--- src/rtl/aliens_bus_pkg.sv ---
// Shared definitions for the main-CPU ROM bus responder: FSM states, window
// decode widths and default SDRAM offsets of the fixed and banked ROM windows.
package aliens_bus_pkg;

  typedef enum logic [1:0] {
    ST_IDLE = 2'd0,
    ST_REQ  = 2'd1,
    ST_WAIT = 2'd2,
    ST_HOLD = 2'd3
  } bus_state_e;

  // Fixed window is the 32 KB at CPU 0x8000-0xFFFF, banked pages are 8 KB.
  localparam int FIXED_OFS_W = 15;
  localparam int BANK_OFS_W  = 13;

  localparam int TMR_W = 16;

  localparam logic [21:0] DEF_FIXED_BASE  = 22'h00000;
  localparam logic [21:0] DEF_BANKED_BASE = 22'h08000;

  // Value the CPU sees when no valid ROM byte is available.
  localparam logic [7:0] RD_EMPTY = 8'hFF;

endpackage

--- src/rtl/aliens_req_timer.sv ---
// Loadable down-counter that flags the last clock of an SDRAM wait window.
// A load value of zero never expires.
module aliens_req_timer #(
  parameter int CNT_W = 16
) (
  input  logic             clk,
  input  logic             rst_n,
  input  logic             i_start,
  input  logic [CNT_W-1:0] i_load,
  input  logic             i_run,
  input  logic             i_clear,
  output logic             o_expired
);

  logic [CNT_W-1:0] r_cnt;

  always_ff @(posedge clk or negedge rst_n) begin
    if (!rst_n) begin
      r_cnt <= '0;
    end else if (i_clear) begin
      r_cnt <= '0;
    end else if (i_start) begin
      r_cnt <= i_load;
    end else if (i_run && (r_cnt != '0)) begin
      r_cnt <= r_cnt - 1'b1;
    end
  end

  // Expires on the clock whose edge would take the count to zero.
  assign o_expired = i_run && (r_cnt == CNT_W'(1));

endmodule

--- src/rtl/aliens_rom_bus_responder.sv ---
// Turns main-CPU reads of the fixed and banked ROM windows into SDRAM read
// requests, stalling the CPU clock enable until the byte returns.
module aliens_rom_bus_responder
  import aliens_bus_pkg::*;
#(
  parameter int                  SDRAM_AW    = 22,
  parameter int                  BANK_W      = 5,
  parameter logic [SDRAM_AW-1:0] FIXED_BASE  = SDRAM_AW'(DEF_FIXED_BASE),
  parameter logic [SDRAM_AW-1:0] BANKED_BASE = SDRAM_AW'(DEF_BANKED_BASE),
  parameter int                  TIMEOUT     = 255
) (
  input  logic                clk,
  input  logic                rst_n,
  input  logic                cpu_cen_req,
  output logic                cpu_cen,
  input  logic [15:0]         cpu_addr,
  input  logic                cpu_rnw,
  input  logic [7:0]          cpu_dout,
  input  logic                cs_rom_n,
  input  logic                cs_bank_n,
  input  logic                cs_bankreg_n,
  output logic                rom_req,
  output logic [SDRAM_AW-1:0] rom_addr,
  input  logic                rom_ack,
  input  logic [7:0]          rom_data,
  output logic [7:0]          rd_data,
  output logic [BANK_W-1:0]   bank,
  output logic                bus_err
);

  bus_state_e            r_state;
  bus_state_e            w_state_nxt;

  logic                  r_rom_req;
  logic [SDRAM_AW-1:0]   r_rom_addr;
  logic [7:0]            r_rd_data;
  logic [BANK_W-1:0]     r_bank;
  logic                  r_bus_err;
  logic                  r_valid;
  logic [SDRAM_AW-1:0]   r_tag;

  logic [SDRAM_AW-1:0]   w_map_addr;
  logic                  w_rom_rd;
  logic                  w_hit;
  logic                  w_miss_start;
  logic                  w_bank_wr;
  logic                  w_ack;
  logic                  w_expired;
  logic                  w_tmo;
  logic                  w_unused;

  assign w_unused = ^{cpu_addr[15], cpu_dout[7:BANK_W]};

  // cs_rom_n has priority when the PAL asserts both ROM selects.
  always_comb begin
    if (!cs_rom_n) begin
      w_map_addr = FIXED_BASE + SDRAM_AW'(cpu_addr[FIXED_OFS_W-1:0]);
    end else begin
      w_map_addr = BANKED_BASE + SDRAM_AW'({r_bank, cpu_addr[BANK_OFS_W-1:0]});
    end
  end

  assign w_rom_rd     = (!cs_rom_n || !cs_bank_n) && cpu_rnw;
  assign w_hit        = r_valid && (r_tag == w_map_addr);
  assign w_miss_start = (r_state == ST_IDLE) && cpu_cen_req && w_rom_rd && !w_hit;
  assign w_bank_wr    = (r_state == ST_IDLE) && cpu_cen_req && !cs_bankreg_n && !cpu_rnw;
  assign w_ack        = (r_state == ST_WAIT) && rom_ack;
  assign w_tmo        = w_expired && !rom_ack;

  aliens_req_timer #(
    .CNT_W (TMR_W)
  ) u_timer (
    .clk       (clk),
    .rst_n     (rst_n),
    .i_start   (r_state == ST_REQ),
    .i_load    (TMR_W'(TIMEOUT)),
    .i_run     (r_state == ST_WAIT),
    .i_clear   (w_ack),
    .o_expired (w_expired)
  );

  always_ff @(posedge clk or negedge rst_n) begin
    if (!rst_n) begin
      r_state <= ST_IDLE;
    end else begin
      r_state <= w_state_nxt;
    end
  end

  always_comb begin
    w_state_nxt = r_state;
    case (r_state)
      ST_IDLE: if (w_miss_start) w_state_nxt = ST_REQ;
      ST_REQ:  w_state_nxt = ST_WAIT;
      ST_WAIT: if (rom_ack || w_expired) w_state_nxt = ST_HOLD;
      ST_HOLD: if (cpu_cen_req) w_state_nxt = ST_IDLE;
      default: w_state_nxt = ST_IDLE;
    endcase
  end

  // Enable pulses arriving in REQ/WAIT are dropped, not queued.
  always_comb begin
    cpu_cen = 1'b0;
    case (r_state)
      ST_IDLE: cpu_cen = cpu_cen_req && !w_miss_start;
      ST_HOLD: cpu_cen = cpu_cen_req;
      default: cpu_cen = 1'b0;
    endcase
    cpu_cen = cpu_cen && rst_n;
  end

  always_ff @(posedge clk or negedge rst_n) begin
    if (!rst_n) begin
      r_rom_req  <= 1'b0;
      r_rom_addr <= '0;
      r_rd_data  <= RD_EMPTY;
      r_bank     <= '0;
      r_bus_err  <= 1'b0;
      r_valid    <= 1'b0;
      r_tag      <= '0;
    end else begin
      if (w_miss_start) r_rom_addr <= w_map_addr;
      if (r_state == ST_REQ) r_rom_req <= 1'b1;
      if (w_ack) begin
        r_rd_data <= rom_data;
        r_tag     <= r_rom_addr;
        r_valid   <= 1'b1;
        r_rom_req <= 1'b0;
      end else if (w_tmo) begin
        r_rd_data <= RD_EMPTY;
        r_bus_err <= 1'b1;
        r_valid   <= 1'b0;
        r_rom_req <= 1'b0;
      end
      if (w_bank_wr) begin
        r_bank  <= cpu_dout[BANK_W-1:0];
        r_valid <= 1'b0;
      end
    end
  end

  assign rom_req  = r_rom_req;
  assign rom_addr = r_rom_addr;
  assign rd_data  = r_rd_data;
  assign bank     = r_bank;
  assign bus_err  = r_bus_err;

endmodule

--- config.mk ---
export PLATFORM = sky130hd
export DESIGN_NAME = aliens_rom_bus_responder
export DESIGN_NICKNAME = d
export VERILOG_FILES = /design/src/rtl/aliens_bus_pkg.sv /design/src/rtl/aliens_req_timer.sv /design/src/rtl/aliens_rom_bus_responder.sv
export SDC_FILE = /design/constraint.sdc
export NUM_CORES = 1
export LEC_CHECK = 0
export BUFFER_PORTS_ARGS = -buffer_cell sky130_fd_sc_hd__buf_2
export CORE_MARGIN = 2
export CORE_UTILIZATION = 49
export CTS_CLUSTER_SIZE = 30
export DETAILED_ROUTE_END_ITERATION = 6
export PLACE_DENSITY = 0.71
export SLEW_MARGIN = 20
export SYNTH_ARGS = -nofsm -noshare
export SYNTH_HDL_FRONTEND = slang
export SYNTH_HIERARCHICAL = 1
export SYNTH_SLANG_ARGS = --single-unit
--- constraint.sdc ---
create_clock -name clk -period 4.1 [get_ports clk]
set_clock_uncertainty 0.1 [all_clocks]
set_input_delay 1.23 -clock clk [delete_from_list [all_inputs] [get_ports clk]]
set_output_delay 1.23 -clock clk [all_outputs]
set_load 0.005 [all_outputs]
Word level (Yosys, flattened, before mapping)
Cells that the tools add are included.
{ "totals": {"regBits": 78, "input_bits": 40} }
{ "classes": {"addsub": 2, "n_eq_ne": 8, "n_bitwise": 1, "n_reduce_logical": 30, "n_mux": 17} }
{ "ops": {"columns": ["cell", "n"], "rows": [
  ["16-bit two-way mux", 3],
  ["22-bit == test", 1],
  ["16-bit by 18-bit adder with 19-bit output, first input constant", 1],
  ["19-bit two-way mux", 1],
  ["16-bit by 1-bit == test with 1-bit output, second input constant", 1],
  ["8-bit two-way mux", 2],
  ["16-bit nonzero test", 1],
  ["16-bit by 1-bit subtractor with 16-bit output, second input constant", 1],
  ["1-bit logical AND", 13],
  ["3-bit nonzero test", 3],
  ["2-bit one-hot mux with 4 select lines", 1],
  ["1-bit logical NOT", 7],
  ["1-bit two-way mux", 6],
  ["2-bit two-way mux", 3],
  ["2-bit != test, second input constant", 3],
  ["2-bit == test, second input constant", 2],
  ["3-bit AND reduction", 1],
  ["2-bit by 1-bit == test with 1-bit output, second input constant", 1],
  ["2-bit logical NOT", 1],
  ["1-bit logical OR", 2],
  ["1-bit one-hot mux with 2 select lines", 1],
  ["2-bit AND reduction", 1],
  ["2-bit nonzero test", 1],
  ["1-bit inverter", 1]
]} }

Depth between registers and ports, before layout
{ "logic_depth": {"ltp_word": 10, "depth_mapped": 10} }

By module
Netlist, hierarchy kept.
{ "modules_own_cells": {"columns": ["module", "area_per_inst_um2", "cells_each", "seq_area_each_um2", "instances"], "rows": [
  ["aliens_rom_bus_responder", 2680.1, 215, 1411.4, 1],
  ["aliens_req_timer", 1236.2, 142, 400.4, 1]
]} }

Least setup slack after synthesis
No wires, ideal clock.
{ "synth_timing": {"path_type": "in2out", "start": "input port cs_rom_n", "end": "output port cpu_cen", "arrival_time_ns": 2.304, "cell_stages": 7, "path_slack_ns": 0.466, "path_cell_list": "buf_6 > mux2i_2 > xnor2_1 > nor3_2 > nand4b_2 > a31oi_1 > o21a_1"} }
{ "synth_via": {"elab_chain_cells": 9, "word_cells_on_any_way": 13} }
{ "synth_rtl": {"columns": ["element", "line_no", "source"], "rows": [
  ["start, declared", "aliens_rom_bus_responder.sv:19", "input logic cs_rom_n,"],
  ["19-bit two-way mux / 1-bit logical NOT (equally long branches)", "aliens_rom_bus_responder.sv:56, aliens_rom_bus_responder.sv:63", null],
  ["22-bit == test / 1-bit logical OR (equally long branches)", "aliens_rom_bus_responder.sv:64, aliens_rom_bus_responder.sv:63", null],
  ["1-bit logical AND (on tied branches)", "aliens_rom_bus_responder.sv:64, aliens_rom_bus_responder.sv:63", null],
  ["1-bit logical NOT / 1-bit logical AND (equally long branches)", "aliens_rom_bus_responder.sv:65", "assign w_miss_start = (r_state == ST_IDLE) && cpu_cen_req && w_rom_rd && !w_hit;"],
  ["1-bit logical AND *", "aliens_rom_bus_responder.sv:65", null],
  ["1-bit logical NOT *", "aliens_rom_bus_responder.sv:105", "ST_IDLE: cpu_cen = cpu_cen_req && !w_miss_start;"],
  ["1-bit logical AND *", "aliens_rom_bus_responder.sv:105", null],
  ["1-bit one-hot mux with 2 select lines *", "aliens_rom_bus_responder.sv:104", "case (r_state)"],
  ["1-bit logical AND *", "aliens_rom_bus_responder.sv:109", "cpu_cen = cpu_cen && rst_n;"],
  ["end, declared", "aliens_rom_bus_responder.sv:15", "output logic cpu_cen,"]
]} }
Every way passes the cells marked *; elsewhere a longest branch is shown, timed or not.

Worst setup path in the final report
Same ends and word-level chain as after synthesis.

==> results.md <==
* Status: completed
* Share of layout cells above drive strength 1 at 34.15%
* Most frequent CP cell: buf_2
* Clock Path Buffers at 2
* RSZ-0062 raised after global routing: false
* Synth Area in Simple Gates at between 10% and 20%
* Worst hold margin at roughly 370 ps
* Area of the die at around 8700 sq um
* Synth area leader: dfrtp_1
* First-pass GRT wire length at about 14 mm
* Xor/xnor share of the synthesized area at approximately 4.2%
* Seq/Total Area, Yosys at 46.26%
* Fmax at 252.7 MHz
* Slew Limit Fails at 0
* Final Setup Violations at 0
* Slowest CP cell: mux2i_1
* Final WL at about 8.3 mm
* # DRC at 0
* Root buf cell: clkbuf_8
* Post-detailed-route count of antenna-violating nets at 0
* Commonest cells in the netlist: 64 x dfrtp_1, 28 x mux2_2, 26 x nor2_1
* Compound-Gate Fraction of Synth Area at a little over a tenth
* Via density at about 5.5
* Chip Height at 93.40 microns
* CTS Sinks at 72
* Post-layout min period at 3958 ps
* Detailed placement HPWL at 5.762 mm
* Synth Flop Type: dfrtp_1
* Buffers added on ports at 70
* Vias in the first global route at 2874
* Multi-input logic area at about 2000 sq um
* Fin crit share at 96.53%
* Fin nets at a little under 500
* Max stage delay on crit path at 340 ps
* Area Growth Syn to Fin at 17.09%
* Count leader, synth: dfrtp_1
* IO Count at 78
* Pleak at 2.074 nW
* Syn Area/Cell at 10.97 sq um
* CP required at 2770 ps
* Slew headroom at between 30% and 40%
* Die width at roughly 93 microns
* Pre-CTS setup slack at approximately 43 ps
* Worst Path Buf+Inv at 2
* Multiplexer share of the synthesized area at 14.54%
* Core Rows at 32
* CTS tree: yes
* Async S/R FF share, synth at 100.0%
* Core Footprint at around 7700 sq um
* Gr ovfl total at 0
* Yosys warning total at 6
* TNS Setup at 0 ps
* Clock-pin slew on the worst setup and hold paths at about 80 ps
* Adder-cell area share of the yosys netlist at between 2 and 2.5%
* Initial antenna violation count at 0
* CTS H-Tree Depth at 3
* First-pass detailed-route iteration total at 4
* RePlAce Congestion at roughly 0.84
* Initial Utilization at roughly half
* Clk_lat worst skew at about 350 ps
* Number of diodes at 0
* Overall Power at roughly 3.4 mW
* Largest net degree at the start of global routing at 73
* TritonCTS Buffers at 9
* Least-Margin Pin Slew at approximately 900 ps
* Post-CTS Setup Inserts at 0
* Pwr Density at about 740 nW/um^2
* Largest family of logic cells by synthesized area: simple AND/OR/NAND/NOR gates
* Crit end category: primary output
* All-Layer GR Usage at 20.26%
* Crit-path max FO at 9
* Wire per inst at between 15 and 20 microns
* VDD IR-drop max at 354.6 uV
* Yosys top cell area share at around two fifths
* Routed vias at 3004
* Area contributors post-synth: dfrtp_1 41%, mux2_2 8.1%, dfstp_2 5.4%
* Worst setup margin at about 140 ps
* Hold buffer count at CTS at 0
* WS Path Type: in2out
* Maxcap violations at 0
* Worst Path Arrival at around 2600 ps
* Synth Register Bits at between 70 and 80
* Cell family with most CP delay: multiplexers
* Critical-path cell list: buf_2 -> mux2i_1 -> xnor2_1 -> nor3_2 -> nand4b_2 -> a31oi_1 -> o21a_1 -> buf_2
* Final hold violation count at 0
* Synth unique cells at a little over 60
* Hold Path Class: reg2reg
* Post-Synthesis Cell Area at 3916 sq um
* Post-Synthesis Cells at roughly 360
* CP startpoint kind: primary input
* Fill cell count at about 670
* First-iteration detailed-routing DRC count at 114
* Reg area at between 1500 and 2000 sq um
* Post-synth EDFFs at 0
==> layout make-up <==
type                    count  area share, %
well taps                 102          2.783
clock inverters             7          1.146
flip-flops and latches     72          39.51
repair buffers             75          8.458
multi-input cells         269          44.09
clock buffers               9          2.701
inverters                  16          1.310
==> worst reg2reg max path, stage by stage (launching register included) <==
cell      delay, ps
dfrtp_1         450
or4_1           680
or2_2           410
nor3_1          330
nor3b_1         120
a211oi_1        210
o21a_2          210
mux2_4          300
==> where the power goes <==
part,internal (mW),switching [mW],total (mW)
combinational,0.753,0.706,1.46
clock,0.225,0.287,0.512
sequential,1.09,0.317,1.40
==> logic make-up after synthesis <==
kind of cell    after synthesis
fa+ha+maj                     7
mux                          50
xor+xnor                     19
simple gates                116
flops                        72
compound gates               57
other cells                   2
buf+inv                      34
==> what timing repair did <==
| action | CTS | global route |
|---|---|---|
| resized for setup | 0 | 2 |
| endpoints found under the setup margin | 0 | 1 |
| hold endpoints to repair | 0 | 0 |
==> routing by layer <==
layer | share of wire, % | global-route usage (%)
met3 | 5.2 | 4.674
met4 | 1.8 | 8.456
met2 | 48 | 31.77
met1 | 45 | 27.07
met5 | 0 | 0
==> stage by stage <==
step | std cells | utilization (%) | area (sq um)
2_1_floorplan | 375 | - | 3984
3_3_place_gp | 534 | 56.87 | 4394
3_5_place_dp | 534 | 56.87 | 4394
4_1_cts | 550 | 59.15 | 4571
5_1_grt | 550 | 59.34 | 4586
6_report | 550 | 59.34 | 4586
==> final timing paths <==
path,startpoint,end,slack (ps),cells after the start
min in group asynchronous,rst_n,u_timer/r_cnt[11],1030,2
worst max-delay path,cs_rom_n,cpu_cen,140,8
worst min register to register,bus_err,bus_err,370,1
worst max register to register,u_timer/r_cnt[9],r_state[1],1200,7
worst min-delay path,bus_err,bus_err,370,1
max in group asynchronous,rst_n,u_timer/r_cnt[7],2260,2
==> layout by cell type, fill, tap and decap left out, types with 4 or more instances in the layout <==
cell type,instances
buf_4,5
o211ai_1,4
nand3_1,8
nor2_1,26
conb_1,20
ha_1,7
nand2_1,19
clkbuf_8,9
dfstp_2,8
a21oi_1,12
mux2_4,6
buf_2,70
mux2i_1,15
nor4_1,4
nor3_1,7
nand2b_1,5
nor2b_1,4
o21ai_0,11
or4_1,6
dfrtp_1,64
inv_1,16
nand4_1,6
mux2_2,28
xnor2_1,16
or3_1,6
a311oi_1,6
or2_2,4
==> state kept, by name (all words and copies together) (netlist names) <==
register       flops
bus_err            1
r_state            2
rom_req            1
r_valid            1
rd_data            8
bank               5
rom_addr          19
r_tag             19
u_timer/r_cnt     16
No activity file was read; power rests on OpenSTA's default activity.
